### config.mk
export PLATFORM = sky130hd
export DESIGN_NAME = delay_tap_sequencer
export DESIGN_NICKNAME = d
export VERILOG_FILES = /design/src/rtl/delay_seq_pkg.sv /design/src/rtl/delay_tap_sequencer_tap_window.sv /design/src/rtl/delay_tap_sequencer.sv
export SDC_FILE = /design/constraint.sdc
export NUM_CORES = 1
export LEC_CHECK = 0
export ABC_AREA = 1
export CORE_AREA = 5 5 87 89
export DETAILED_ROUTE_END_ITERATION = 12
export DIE_AREA = 0 0 92 94
export PLACE_DENSITY = 0.76
export REMOVE_ABC_BUFFERS = 1
export SLEW_MARGIN = 20
export SYNTH_ARGS = -nofsm -noshare
export SYNTH_HDL_FRONTEND = slang
export SYNTH_SLANG_ARGS = --single-unit
### constraint.sdc
create_clock -name clk -period 5.71 [get_ports clk]
set_input_delay 1.713 -clock clk [delete_from_list [all_inputs] [get_ports clk]]
set_output_delay 1.713 -clock clk [all_outputs]
set_load 0.02 [all_outputs]
### src/rtl/delay_seq_pkg.sv
// ----------------------------------------------------------------------------
// delay_seq_pkg : shared constants, FSM state type and tap-offset helper
// Rev 1.0
// ----------------------------------------------------------------------------
`default_nettype none

package delay_seq_pkg;

  localparam int NTAPS  = 5;
  localparam int STEP_W = 4;
  localparam int WID_W  = 4;
  // Must hold NTAPS*(2^STEP_W-1) + 2^WID_W-1 = 90
  localparam int CNT_W  = 7;

  typedef enum logic [0:0] {
    IDLE = 1'b0,
    RUN  = 1'b1
  } state_t;

  // Cycle offset at which tap idx begins its low pulse: S*(idx+1)
  function automatic logic [CNT_W-1:0] tap_start(input logic [STEP_W-1:0] step,
                                                 input int unsigned       idx);
    return CNT_W'(step) * CNT_W'(idx + 1);
  endfunction

endpackage

`default_nettype wire

### src/rtl/delay_tap_sequencer_tap_window.sv
// ----------------------------------------------------------------------------
// tap_window : registered active-low pulse, low while start <= cnt < start+W
// Rev 1.0
// ----------------------------------------------------------------------------
`default_nettype none

module tap_window
  import delay_seq_pkg::*;
(
  input  logic             clk,
  input  logic             reset_n,
  input  logic             i_en,
  input  logic [CNT_W-1:0] i_cnt,
  input  logic [CNT_W-1:0] i_start,
  input  logic [WID_W-1:0] i_width,
  output logic             o_tap_n
);

  logic [CNT_W-1:0] w_end;
  logic             w_active;
  logic             r_tap_n;

  // start+W tops out at 75+15, so CNT_W bits never wrap
  assign w_end    = i_start + CNT_W'(i_width);
  assign w_active = i_en && (i_cnt >= i_start) && (i_cnt < w_end);

  always_ff @(posedge clk or negedge reset_n) begin
    if (!reset_n) begin
      r_tap_n <= 1'b1;
    end else begin
      r_tap_n <= ~w_active;
    end
  end

  assign o_tap_n = r_tap_n;

endmodule

`default_nettype wire

### src/rtl/delay_tap_sequencer.sv
// ----------------------------------------------------------------------------
// delay_tap_sequencer : trigger-edge driven five-tap active-low pulse scheduler
// Option macro: DELAY_SEQ_RETRIGGER_EN (edge during RUN restarts the sequence)
// Rev 1.0
// ----------------------------------------------------------------------------
`default_nettype none

module delay_tap_sequencer
  import delay_seq_pkg::*;
(
  input  logic              clk,
  input  logic              reset_n,
  input  logic              trig,
  input  logic [STEP_W-1:0] cfg_step,
  input  logic [WID_W-1:0]  cfg_width,
  output logic [NTAPS-1:0]  tap_n,
  output logic              busy,
  output logic              overrun
);

  localparam logic [CNT_W-1:0] c_ONE = CNT_W'(1);

  state_t            r_state;
  logic [CNT_W-1:0]  r_cnt;
  logic [STEP_W-1:0] r_step;
  logic [WID_W-1:0]  r_width;
  logic              r_trig_q;
  logic              r_overrun;

  state_t            w_state_nxt;
  logic [CNT_W-1:0]  w_cnt_nxt;
  logic [STEP_W-1:0] w_step_nxt;
  logic [WID_W-1:0]  w_width_nxt;
  logic              w_ovr_nxt;
  logic              w_start;
  logic              w_edge;
  logic              w_last;
  logic [CNT_W-1:0]  w_len;
  logic [STEP_W-1:0] w_cfg_step;
  logic [WID_W-1:0]  w_cfg_width;

  assign w_edge      = trig & ~r_trig_q;
  assign w_cfg_step  = (cfg_step == '0)  ? STEP_W'(1) : cfg_step;
  assign w_cfg_width = (cfg_width == '0) ? WID_W'(1)  : cfg_width;
  assign w_len       = CNT_W'(NTAPS) * CNT_W'(r_step) + CNT_W'(r_width);
  // Final RUN cycle: the counter reaches L on the coming edge
  assign w_last      = (r_state == RUN) && (r_cnt == (w_len - c_ONE));

  always_comb begin
    w_state_nxt = r_state;
    w_cnt_nxt   = r_cnt;
    w_step_nxt  = r_step;
    w_width_nxt = r_width;
    w_ovr_nxt   = 1'b0;
    w_start     = 1'b0;

    unique case (r_state)
      IDLE: begin
        if (w_edge) begin
          w_start = 1'b1;
        end
      end
      RUN: begin
        if (w_edge && w_last) begin
          // Edge coinciding with completion is a fresh IDLE edge
          w_start = 1'b1;
        end else if (w_edge) begin
          w_ovr_nxt = 1'b1;
`ifdef DELAY_SEQ_RETRIGGER_EN
          w_start   = 1'b1;
`else
          w_cnt_nxt = r_cnt + c_ONE;
`endif
        end else begin
          w_cnt_nxt = r_cnt + c_ONE;
          if (w_last) begin
            w_state_nxt = IDLE;
          end
        end
      end
      default: begin
        w_state_nxt = IDLE;
      end
    endcase

    if (w_start) begin
      w_state_nxt = RUN;
      w_cnt_nxt   = '0;
      w_step_nxt  = w_cfg_step;
      w_width_nxt = w_cfg_width;
    end
  end

  always_ff @(posedge clk or negedge reset_n) begin
    if (!reset_n) begin
      r_state   <= IDLE;
      r_cnt     <= '0;
      r_step    <= STEP_W'(1);
      r_width   <= WID_W'(1);
      r_trig_q  <= 1'b0;
      r_overrun <= 1'b0;
    end else begin
      r_state   <= w_state_nxt;
      r_cnt     <= w_cnt_nxt;
      r_step    <= w_step_nxt;
      r_width   <= w_width_nxt;
      r_trig_q  <= trig;
      r_overrun <= w_ovr_nxt;
    end
  end

  // Windows see next-cycle count/config so each tap output is itself a register
  generate
    for (genvar i = 0; i < NTAPS; i++) begin : g_tap
      logic [CNT_W-1:0] w_tap_start;
      assign w_tap_start = tap_start(w_step_nxt, i);

      tap_window u_tap_window (
        .clk     (clk),
        .reset_n (reset_n),
        .i_en    (w_state_nxt == RUN),
        .i_cnt   (w_cnt_nxt),
        .i_start (w_tap_start),
        .i_width (w_width_nxt),
        .o_tap_n (tap_n[i])
      );
    end
  endgenerate

  assign busy    = (r_state == RUN);
  assign overrun = r_overrun;

endmodule

`default_nettype wire

==> summary.txt <==
Status
  • Status: finished clean

Synthesis
  • Post-synth top flop: dfrtp_1
  • Post-Syn Area: 3600 sq um
  • Yosys reg bits: 23
  • YS warnings: 0
  • Mapped Cells: between 400 and 500
  • Post-synthesis cell type count: 40
  • Post-synth EDFFs: 0
  • Post-synthesis sequential area ratio: between 15 and 20%
  • Ys async rst share: 100%
  • Post-synthesis average cell area: 7.22 sq um

Global route
  • First-pass GRT wire length: 15200 um
  • Largest net degree at the start of global routing: 24
  • Initial antenna violation count: 0
  • GR Util All Layers: 21.9%
  • Total gr overflow: 0
  • Vias in the first global route: 3329

Route
  • # DRC: 0
  • Wirelength per Cell: 14.8 um
  • WL final: 9100 um
  • TritonRoute pass-1 iters: 4
  • Routed vias: 3358
  • Post-DRT Antenna Nets: 0
  • Initial DRC count: 191
  • Vias per std cell: ~5.5

Worst setup path
  • Slowest stage cell, crit path: dfstp_2
  • Type of element capturing the critical path: register
  • CP startpoint kind: register
  • CP arrival: 5.59 ns
  • CP most frequent cell: inv_2
  • Crit Path Class: reg2reg
  • CP Launch Point: r_step[0]
  • Crit-path max FO: 5
  • Critical path required time: between 5 and 6 ns
  • Max incr delay on CP: 0.54 ns
  • Worst R2R Start: r_step[0]

Floorplanning
  • Initial Util: ~54%
  • Die height: 94 um
  • Die ar.: 8650 sq um
  • Row count: 30
  • Die X: ~90 um
  • IO Count: 18
  • CORE AREA: ~6700 sq um

Power
  • Final Total Pwr: 287 uW
  • Comb power frac: 5.8%
  • Worst-case vdd ir drop: 0.0644 mV
  • Clock power share: 37.1%
  • Power Internal: 220 uW
  • Sw Pwr: 66.5 uW
  • Sequential Power Share: between 50% and 60%
  • P per Cell Area: 69.6 nW/um^2
  • Pleak: about 0.0024 uW
  • Sw frac: 23.2%

Layout
  • # fillers: 567
  • Layout cell share with drive strength beyond 1: 14.4%
  • Most frequent cells in the layout: 118 x nand2_1, 87 x inv_1, 71 x ha_1
  • Multi-input logic area: 2690 sq um
  • Area growth syn-to-layout: 14.3%
  • Commonest non-fill, non-tap cell in the layout: nand2_1
  • # diodes: 0
  • Final Util: around three fifths
  • Register area: 584 sq um
  • Nets@finish: 630
  • Post-Layout Cell Count: 615

Timing
  • Final Setup Violations: 0
  • Final slew viol count: 0
  • Slew headroom: 63.7%
  • Final TNS setup: 0 ns
  • Tcrit/Tclk final: 94.2%
  • Max Fclk: roughly 190 MHz
  • Minimum clock period: 5.38 ns
  • Hold_ws: 0.555 ns
  • Worst Tran Pin Value: 0.545 ns
  • Final setup skew: 0.00981 ns
  • Endpoints failing hold: 0

Job
  • Max Cap Viol: 0

Clock network
  • Clk Latency, worst-skew pair: 0.28 ns
  • CTS tree: done
  • Clk slew on worst S/H paths: 0.09 ns
  • CTS sink count: 23
  • Clock tree buffer depth: 2
  • CTS hold repair buffers: 0
  • Number of buffers created by CTS: 3
  • H-tree depth: 1
  • CTS Root Cell: clkbuf_8

Placed design
  • Placed Cells: 603
  • Final HPWL DP: approximately 7500 um
  • Port Buffers: 17
  • Final GP Congestion: slightly below 1

Min path
  • Launch point of the worst hold path: r_width[0]
  • HP Class: reg2reg
state kept, by name, indices dropped and copies added, names as in the netlist:
register,cells
busy,1
g_tap.u_tap_window.o_tap_n,5
overrun,1
r_cnt,7
r_step,4
r_trig_q,1
r_width,4
critical path, delay by kind of cell (launching register included):
kind | cells | cell delay, ns
simple gates | 9 | 0.84
fa+ha+maj | 7 | 2.18
buf+inv | 7 | 0.44
xor+xnor | 2 | 0.50
flops | 1 | 0.54
compound gates | 6 | 0.79
worst paths after layout:
| kind | endpoint | slack (ns) | cells after the start |
|---|---|---|---|
| max in group asynchronous | r_step[0] | 3.92 | 1 |
| setup / recovery | g_tap[2].u_tap_window.o_tap_n | 0.33 | 31 |
| min in group asynchronous | r_step[1] | 1.42 | 1 |
| setup reg to reg | g_tap[2].u_tap_window.o_tap_n | 0.33 | 31 |
| hold / removal | r_width[0] | 0.56 | 2 |
| hold reg to reg | r_width[0] | 0.56 | 2 |
layout make-up:
cell class | count | area share (%)
multi-input combinational | 375 | 65.3
sequential | 23 | 14.2
timing repair buffer | 40 | 8.48
inverter | 93 | 8.48
tap | 80 | 2.43
clock buffer | 3 | 1.00
clock inverter | 1 | 0.122
metrics by stage:
stage,cell area [sq um],setup slack [ns]
finish,4120,0.329
global route,4120,-0.0392
CTS,3990,0.0338
detailed placement,3920,-0.144
global placement,3920,0.0446
floorplan,3540,-0.140
Yosys cell counts (7+ instances only):
cell	number	share of area [%]
nand3_1	32	4.4
inv_1	90	9.4
xnor2_1	8	1.9
dfrtp_1	16	11
nand2_1	121	13
nor2_1	27	2.8
nand2_2	9	1.6
a21oi_1	32	4.4
fa_1	8	4.4
dfstp_2	7	5.1
o21ai_0	9	1.2
ha_1	75	26
xor2_1	10	2.4
what timing repair did:
action | 4_1_cts | 5_1_grt
resized for setup | 3 | 24
gates cloned | 0 | 0
setup endpoints to repair | 1 | 2
buffers inserted | 0 | 8
pin swaps | 1 | 17
power by group through the flow:
stage	clock [uW]	sequential, uW	combinational [uW]
finish	106	164	16.5
detailed placement	0	167	17.0
global placement	0	167	16.8
CTS	106	164	17.0
global route	111	164	18.1
floorplan	0	167	2.64
logic make-up (layout without fill, tap and decap cells):
kind of cell | Yosys count | in the layout | synth area share, %
DFF | 23 | 23 | 16.2
buffers and inverters | 101 | 137 | 11.5
adders and majority gates | 83 | 83 | 30.5
AOI/OAI and AO/OA | 65 | 65 | 11.3
and+or+nand+nor | 208 | 208 | 25.5
xor gates and xnor gates | 19 | 19 | 5.03
layer usage:
metal	track usage (%)	wire length, um	vias up
li1	-	-	1675
met1	26.1	3700	1565
met2	40.9	4710	85
met3	1.36	367	33
met4	8.54	324	0
met5	0	0	-
Power figures use the tool's default switching activity.
